===== src/rtl/srt2_pkg.sv =====
// Shared definitions for the SRT radix-2 divider: sequencer states,
// control-word bit positions and the composite words used by the datapath.
package srt2_pkg;

  // Number of quotient-digit iterations for the 8-bit datapath.
  localparam int ITER = 8;

  // Width of the datapath control word.
  localparam int C_W = 14;

  // Sequencer states.
  typedef enum logic [3:0] {
    S_IDLE    = 4'd0,
    S_LOAD1   = 4'd1,
    S_LOAD2   = 4'd2,
    S_NORM    = 4'd3,
    S_CHECK   = 4'd4,
    S_COUNT   = 4'd5,
    S_CORRECT = 4'd6,
    S_RESULT  = 4'd7,
    S_UNNORM  = 4'd8,
    S_OUT_Q   = 4'd9,
    S_OUT_A   = 4'd10,
    S_DONE    = 4'd11
  } srt2_state_e;

  // Control-word bit indices.
  localparam int C_LOAD1  = 0;   // clear A, Q*, CNT2; load Q
  localparam int C_LOAD2  = 1;   // load M, compute leading zeros
  localparam int C_NORM   = 2;   // normalise divisor/dividend
  localparam int C_SHIFT  = 3;   // q = 0: shift only
  localparam int C_ADD    = 4;   // q = -1: set Q* bit, add M
  localparam int C_SUB    = 5;   // q = +1: set Q bit, subtract M
  localparam int C_CORR_A = 6;   // correction / result helper
  localparam int C_RES_A  = 7;   // result helper
  localparam int C_COUNT  = 8;   // advance datapath counter
  localparam int C_CORR_B = 9;   // correction step
  localparam int C_RES_B  = 10;  // quotient assembly
  localparam int C_UNNORM = 11;  // denormalise remainder
  localparam int C_OUT_Q  = 12;  // drive quotient out
  localparam int C_OUT_A  = 13;  // drive remainder out

  // Composite control words.
  localparam logic [C_W-1:0] C_NONE    = 14'h0000;
  localparam logic [C_W-1:0] C_CORRECT = 14'h0240;
  localparam logic [C_W-1:0] C_RESULT  = 14'h04C0;

  // One-hot control word with only bit idx set.
  function automatic logic [C_W-1:0] c_bit(input int idx);
    return 14'd1 << idx;
  endfunction

endpackage


===== src/rtl/srt2_control_unit_qsel.sv =====
// SRT radix-2 quotient-digit selection: maps the partial-remainder top
// bits A[8:6] to a one-hot {subtract, add, shift} command.
module srt2_control_unit_qsel
  import srt2_pkg::*;
(
  input  logic [2:0] ctrl_bits,
  output logic [2:0] q_sel     // {c[5], c[4], c[3]}
);

  // Digit select: remainder near zero shifts, positive subtracts, negative adds.
  always_comb begin
    q_sel = 3'b001;
    case (ctrl_bits)
      3'b000, 3'b111:         q_sel = 3'b001;  // q = 0
      3'b001, 3'b010, 3'b011: q_sel = 3'b100;  // q = +1
      3'b100, 3'b101, 3'b110: q_sel = 3'b010;  // q = -1
      default:                q_sel = 3'b001;
    endcase
  end

endmodule


===== src/rtl/srt2_control_unit.sv =====
// Sequencer for the 8-bit SRT radix-2 divider. Steps the datapath through
// load, normalise, ITER digit iterations, correction, result assembly,
// denormalise and output; the control word is Moore-decoded from state.
module srt2_control_unit #(
  parameter int ITER = 8
) (
  input  logic        clk,
  input  logic        rst_b,
  input  logic        start,
  input  logic [2:0]  ctrl_bits,
  input  logic        m7,
  input  logic        cnt1,
  input  logic [2:0]  cnt2,
  output logic [13:0] c,
  output logic        busy,
  output logic        done
);

  import srt2_pkg::*;

  // cnt2 is sampled before its increment, so the last pass sees ITER-1.
  localparam logic [2:0] CNT2_LAST = 3'(ITER - 1);

  srt2_state_e state_q, state_d;
  logic [2:0]  q_sel_s;

  srt2_control_unit_qsel u_qsel (
    .ctrl_bits (ctrl_bits),
    .q_sel     (q_sel_s)
  );

  // State register with synchronous active-low reset.
  always_ff @(posedge clk) begin
    if (!rst_b) begin
      state_q <= S_IDLE;
    end else begin
      state_q <= state_d;
    end
  end

  // Next-state sequencing.
  always_comb begin
    state_d = state_q;
    case (state_q)
      S_IDLE:    if (start) state_d = S_LOAD1; else state_d = S_IDLE;
      S_LOAD1:   state_d = S_LOAD2;
      S_LOAD2:   if (m7) state_d = S_CHECK; else state_d = S_NORM;
      S_NORM:    state_d = S_CHECK;
      S_CHECK:   state_d = S_COUNT;
      S_COUNT: begin
        if (cnt2 != CNT2_LAST) begin
          state_d = S_CHECK;
        end else if (ctrl_bits[2]) begin
          state_d = S_CORRECT;      // negative final remainder needs a fix-up
        end else begin
          state_d = S_RESULT;
        end
      end
      S_CORRECT: state_d = S_RESULT;
      S_RESULT:  if (cnt1) state_d = S_UNNORM; else state_d = S_OUT_Q;
      S_UNNORM:  state_d = S_OUT_Q;
      S_OUT_Q:   state_d = S_OUT_A;
      S_OUT_A:   state_d = S_DONE;
      S_DONE:    state_d = S_IDLE;
      default:   state_d = S_IDLE;
    endcase
  end

  // Moore output decode: control word, busy and done from the registered state.
  always_comb begin
    c    = C_NONE;
    busy = 1'b0;
    done = 1'b0;
    if (state_q != S_IDLE) begin
      busy = 1'b1;
    end else begin
      busy = 1'b0;
    end
    case (state_q)
      S_IDLE:    c = C_NONE;
      S_LOAD1:   c = c_bit(C_LOAD1);
      S_LOAD2:   c = c_bit(C_LOAD2);
      S_NORM:    c = c_bit(C_NORM);
      S_CHECK:   c = ({C_W{q_sel_s[0]}} & c_bit(C_SHIFT))
                   | ({C_W{q_sel_s[1]}} & c_bit(C_ADD))
                   | ({C_W{q_sel_s[2]}} & c_bit(C_SUB));
      S_COUNT:   c = c_bit(C_COUNT);
      S_CORRECT: c = C_CORRECT;
      S_RESULT:  c = C_RESULT;
      S_UNNORM:  c = c_bit(C_UNNORM);
      S_OUT_Q:   c = c_bit(C_OUT_Q);
      S_OUT_A:   c = c_bit(C_OUT_A);
      S_DONE: begin
        c    = C_NONE;
        done = 1'b1;
      end
      default:   c = C_NONE;
    endcase
  end

endmodule


===== config.mk =====
export PLATFORM = sky130hd
export DESIGN_NAME = srt2_control_unit
export DESIGN_NICKNAME = d
export VERILOG_FILES = /design/src/rtl/srt2_pkg.sv /design/src/rtl/srt2_control_unit_qsel.sv /design/src/rtl/srt2_control_unit.sv
export SDC_FILE = /design/constraint.sdc
export NUM_CORES = 1
export LEC_CHECK = 0
export CORE_AREA = 2 2 39 41
export CTS_BUF_LIST = sky130_fd_sc_hd__clkbuf_8
export DETAILED_ROUTE_END_ITERATION = 12
export DIE_AREA = 0 0 41 43
export PLACE_DENSITY_LB_ADDON = 0.2
export SYNTH_ARGS = -nofsm -noshare
export SYNTH_HDL_FRONTEND = slang
export SYNTH_HIERARCHICAL = 1
export SYNTH_SLANG_ARGS = --single-unit

===== constraint.sdc =====
create_clock -name clk -period 2.2 [get_ports clk]
set_input_delay 0.22 -clock clk [delete_from_list [all_inputs] [get_ports clk]]
set_output_delay 0.22 -clock clk [all_outputs]
set_load 0.1 [all_outputs]

==> impl_metrics.csv <==
group,metric,value,unit
global_routing,grt_use_total,17.7,%
layout,area_delta_synth_final,107,%
routing,dr.pass1.iters,4,
layout,drive_gt1_share,27.4,%
power,combPwrFrac,41.4,%
power,p_seq_share,22.8,%
layout,instances_no_fill,100,
layout,reg_top3,"state_q: 4 flops",
routing,drt_iter0_markers,11,
clocking,cts_resized,0,
timing,relSlewSlack,63.6,%
timing,finalHoldViolations,0,
place,dpl.hpwl,896,um
routing,drc_errors,0,
clocking,clock_sinks,4,
routing,vias_per_cell,5.17,
timing,finalWorstSetupSlack,413,ps
logic_synthesis,synth_area_per_cell,6.73,um2
power,leakage,0.000323,uW
timing,maxSlewViolCount,0,
power,power,421,uW
setup_path,required,1980,ps
timing,max_freq,559,MHz
setup_path,critPathMaxFanout,17,
logic_synthesis,ys_ff_latch,4,
floorplanning,initial_core_util,29.7,%
clocking,holdBufCountCts,0,
logic_synthesis,netlist.top_cell.by_area,"dfxtp_1",
global_routing,grt_pass1_wl,2.08,mm
floorplanning,die_h,43,um
global_routing,antenna_found_initial,0,
power,p_int,259,uW
power,switching_share,38.4,%
floorplanning,boundaryPins,27,
place,io_buffers,26,
clocking,cts_root_buf,"clkbuf_8",
setup_path,end_kind,"primary output",
hold_path,min_path_type,"primary input to register",
routing,via_count,517,
layout,antenna_cells,0,
clocking,cts_tree,"built",
power,pwr-share-clk,35.9,%
power,ir_drop,0.358,mV
clocking,clock_path_buffers,2,
status,outcome,"complete, no violations",
timing,worstMarginPinSlew,545,ps
logic_synthesis,synth_fp_nets,72,
timing,finClkSkew,1.28,ps
clocking,cts_htree_levels,1,
global_routing,grt_start_max_net_pins,18,
setup_path,r2r_slack,580,ps
power,power_density,495,nW/um2
clocking,cts_buffers,3,
setup_path,startpoint_type,"register",
setup_path,path_class,"register to primary output",
job,cap_viol_max_count,0,
timing,rsz0062_at_grt,"no",
power,power_switching,162,uW
global_routing,grt_pass1_vias,473,
layout,finalNetCount,97,
floorplanning,dieArea,1760,um2
logic_synthesis,yosys-top-cells-area,"dfxtp_1, nor2_1, nand2b_1",
global_routing,gr-total-overflow,0,
logic_synthesis,syn_inst,61,
routing,drt-total-wl,1.18,mm
logic_synthesis,synth.top_cell.area_share,19.5,%
setup_path,path_cells,"nand2b_1, nor2_2, buf_12",
setup_path,max_stage_delay,650,ps
clocking,path_clk_slew,30,ps
setup_path,critPathArrivalTime,1570,ps
routing,antenna_left,0,
floorplanning,coreArea,1380,um2
timing,fin_crit_sh,81.2,%
floorplanning,dieWidth,41,um
logic_synthesis,yosysSeqAreaShare,19.5,%
place,dp_cells,97,
place,place_ws,464,ps
routing,wl_per_cell,11.8,um
timing,layout_min_cycle_time,1790,ps
floorplanning,num_rows,14,
clocking,post-cts-setup-buffers,0,
logic_synthesis,ys_warn_count,6,
logic_synthesis,syn_area,410,um2
timing,setup_violations,0,
setup_path,critPathSlowestCell,"dfxtp_1",
clocking,clk_latency,210,ps
place,gp_congestion,0.785,
logic_synthesis,synth_cell_type_count,26,
layout,largest_reg_flops,4,
layout,top_register,"state_q",
cell type report:
type / count / area (um2)
Fill cell: 123 / 533
Timing Repair Buffer: 26 / 408
Multi-Input combinational cell: 50 / 298
Sequential cell: 4 / 80.1
Clock buffer: 3 / 41.3
Tap cell: 16 / 20.0
Inverter: 1 / 3.75
synthesized netlist by cell type (all sizes together):
cell	number
o22a	1
o21ai	1
dfxtp	4
a21oi	3
or4	2
buf	4
o41ai	1
nor2	10
and4bb	1
a31oi	2
nand4	1
xnor2	1
inv	1
clkbuf	2
nand2b	4
nand2	4
o2111a	1
nor2b	3
nor3	4
or3	2
o21a	2
and3	3
nand3	3
a21boi	1
routing by layer:
layer	global-route usage, %	up-vias	wire (um)
li1	-	266	-
met2	23.4	12	621
met1	22.7	239	510
met3	5.76	0	46
met5	0	-	0
met4	13.3	0	0
path summary, 6_finish.rpt:
| check | startpoint | to | depth (start not counted) |
|---|---|---|---|
| setup reg to reg | state_q[2]$_SDFF_PN0_ | state_q[0]$_SDFF_PN0_ | 3 |
| hold / removal | rst_b | state_q[3]$_SDFF_PN0_ | 2 |
| setup / recovery | state_q[2]$_SDFF_PN0_ | c[10] | 3 |
| hold reg to reg | state_q[1]$_SDFF_PN0_ | state_q[2]$_SDFF_PN0_ | 2 |
cells in the final DEF (no fill, tap or decap), types with 2 or more instances in the layout:
cell / Yosys / routed
a31oi_1: 2 / 2
and3_1: 3 / 3
nor2_1: 10 / 9
o21a_1: 2 / 2
a21oi_1: 3 / 3
nand2b_1: 4 / 4
nor3_1: 4 / 3
clkbuf_8: 0 / 3
buf_12: 0 / 15
or4_1: 2 / 2
nand3_1: 3 / 3
nor2b_1: 3 / 3
clkdlybuf4s50_1: 0 / 10
nand2_1: 4 / 4
dfxtp_1: 4 / 4
or3_1: 2 / 2
metrics by stage:
step | instance area [um2] | hold slack, ps | TNS [ps] | utilization (%)
2_1_floorplan | 418 | 338 | -2180 | -
3_3_place_gp | 810 | 706 | 0 | 58.5
3_5_place_dp | 810 | 737 | 0 | 58.5
4_1_cts | 851 | 630 | 0 | 61.5
5_1_grt | 851 | 670 | 0 | 61.5
6_report | 851 | 631 | 0 | 61.5
cells by family (layout without fill, tap and decap cells):
logic type / Yosys count / after routing / share of synthesized area [%]
and+or+nand+nor: 37 / 37 / 47.9
AOI/OAI and AO/OA: 12 / 12 / 20.7
buffers and inverters: 7 / 30 / 9.76
DFF: 4 / 4 / 19.5
xor gates and xnor gates: 1 / 1 / 2.13
critical path, delay by kind of cell, from the launching register on:
family,cells,cell delay [ps]
buffers and inverters,1,220
and+or+nand+nor,2,480
DFF,1,650
power by group through the flow:
| stage | clock, uW | combinational, uW | sequential [uW] |
|---|---|---|---|
| final | 151 | 174 | 95.9 |
| after global placement | 0 | 173 | 95.9 |
| after global routing | 161 | 183 | 98.1 |
| after detailed placement | 0 | 175 | 96.6 |
| after floorplan | 0 | 130 | 81.6 |
| after CTS | 159 | 175 | 95.6 |
No activity file was read; power rests on OpenSTA's default activity.
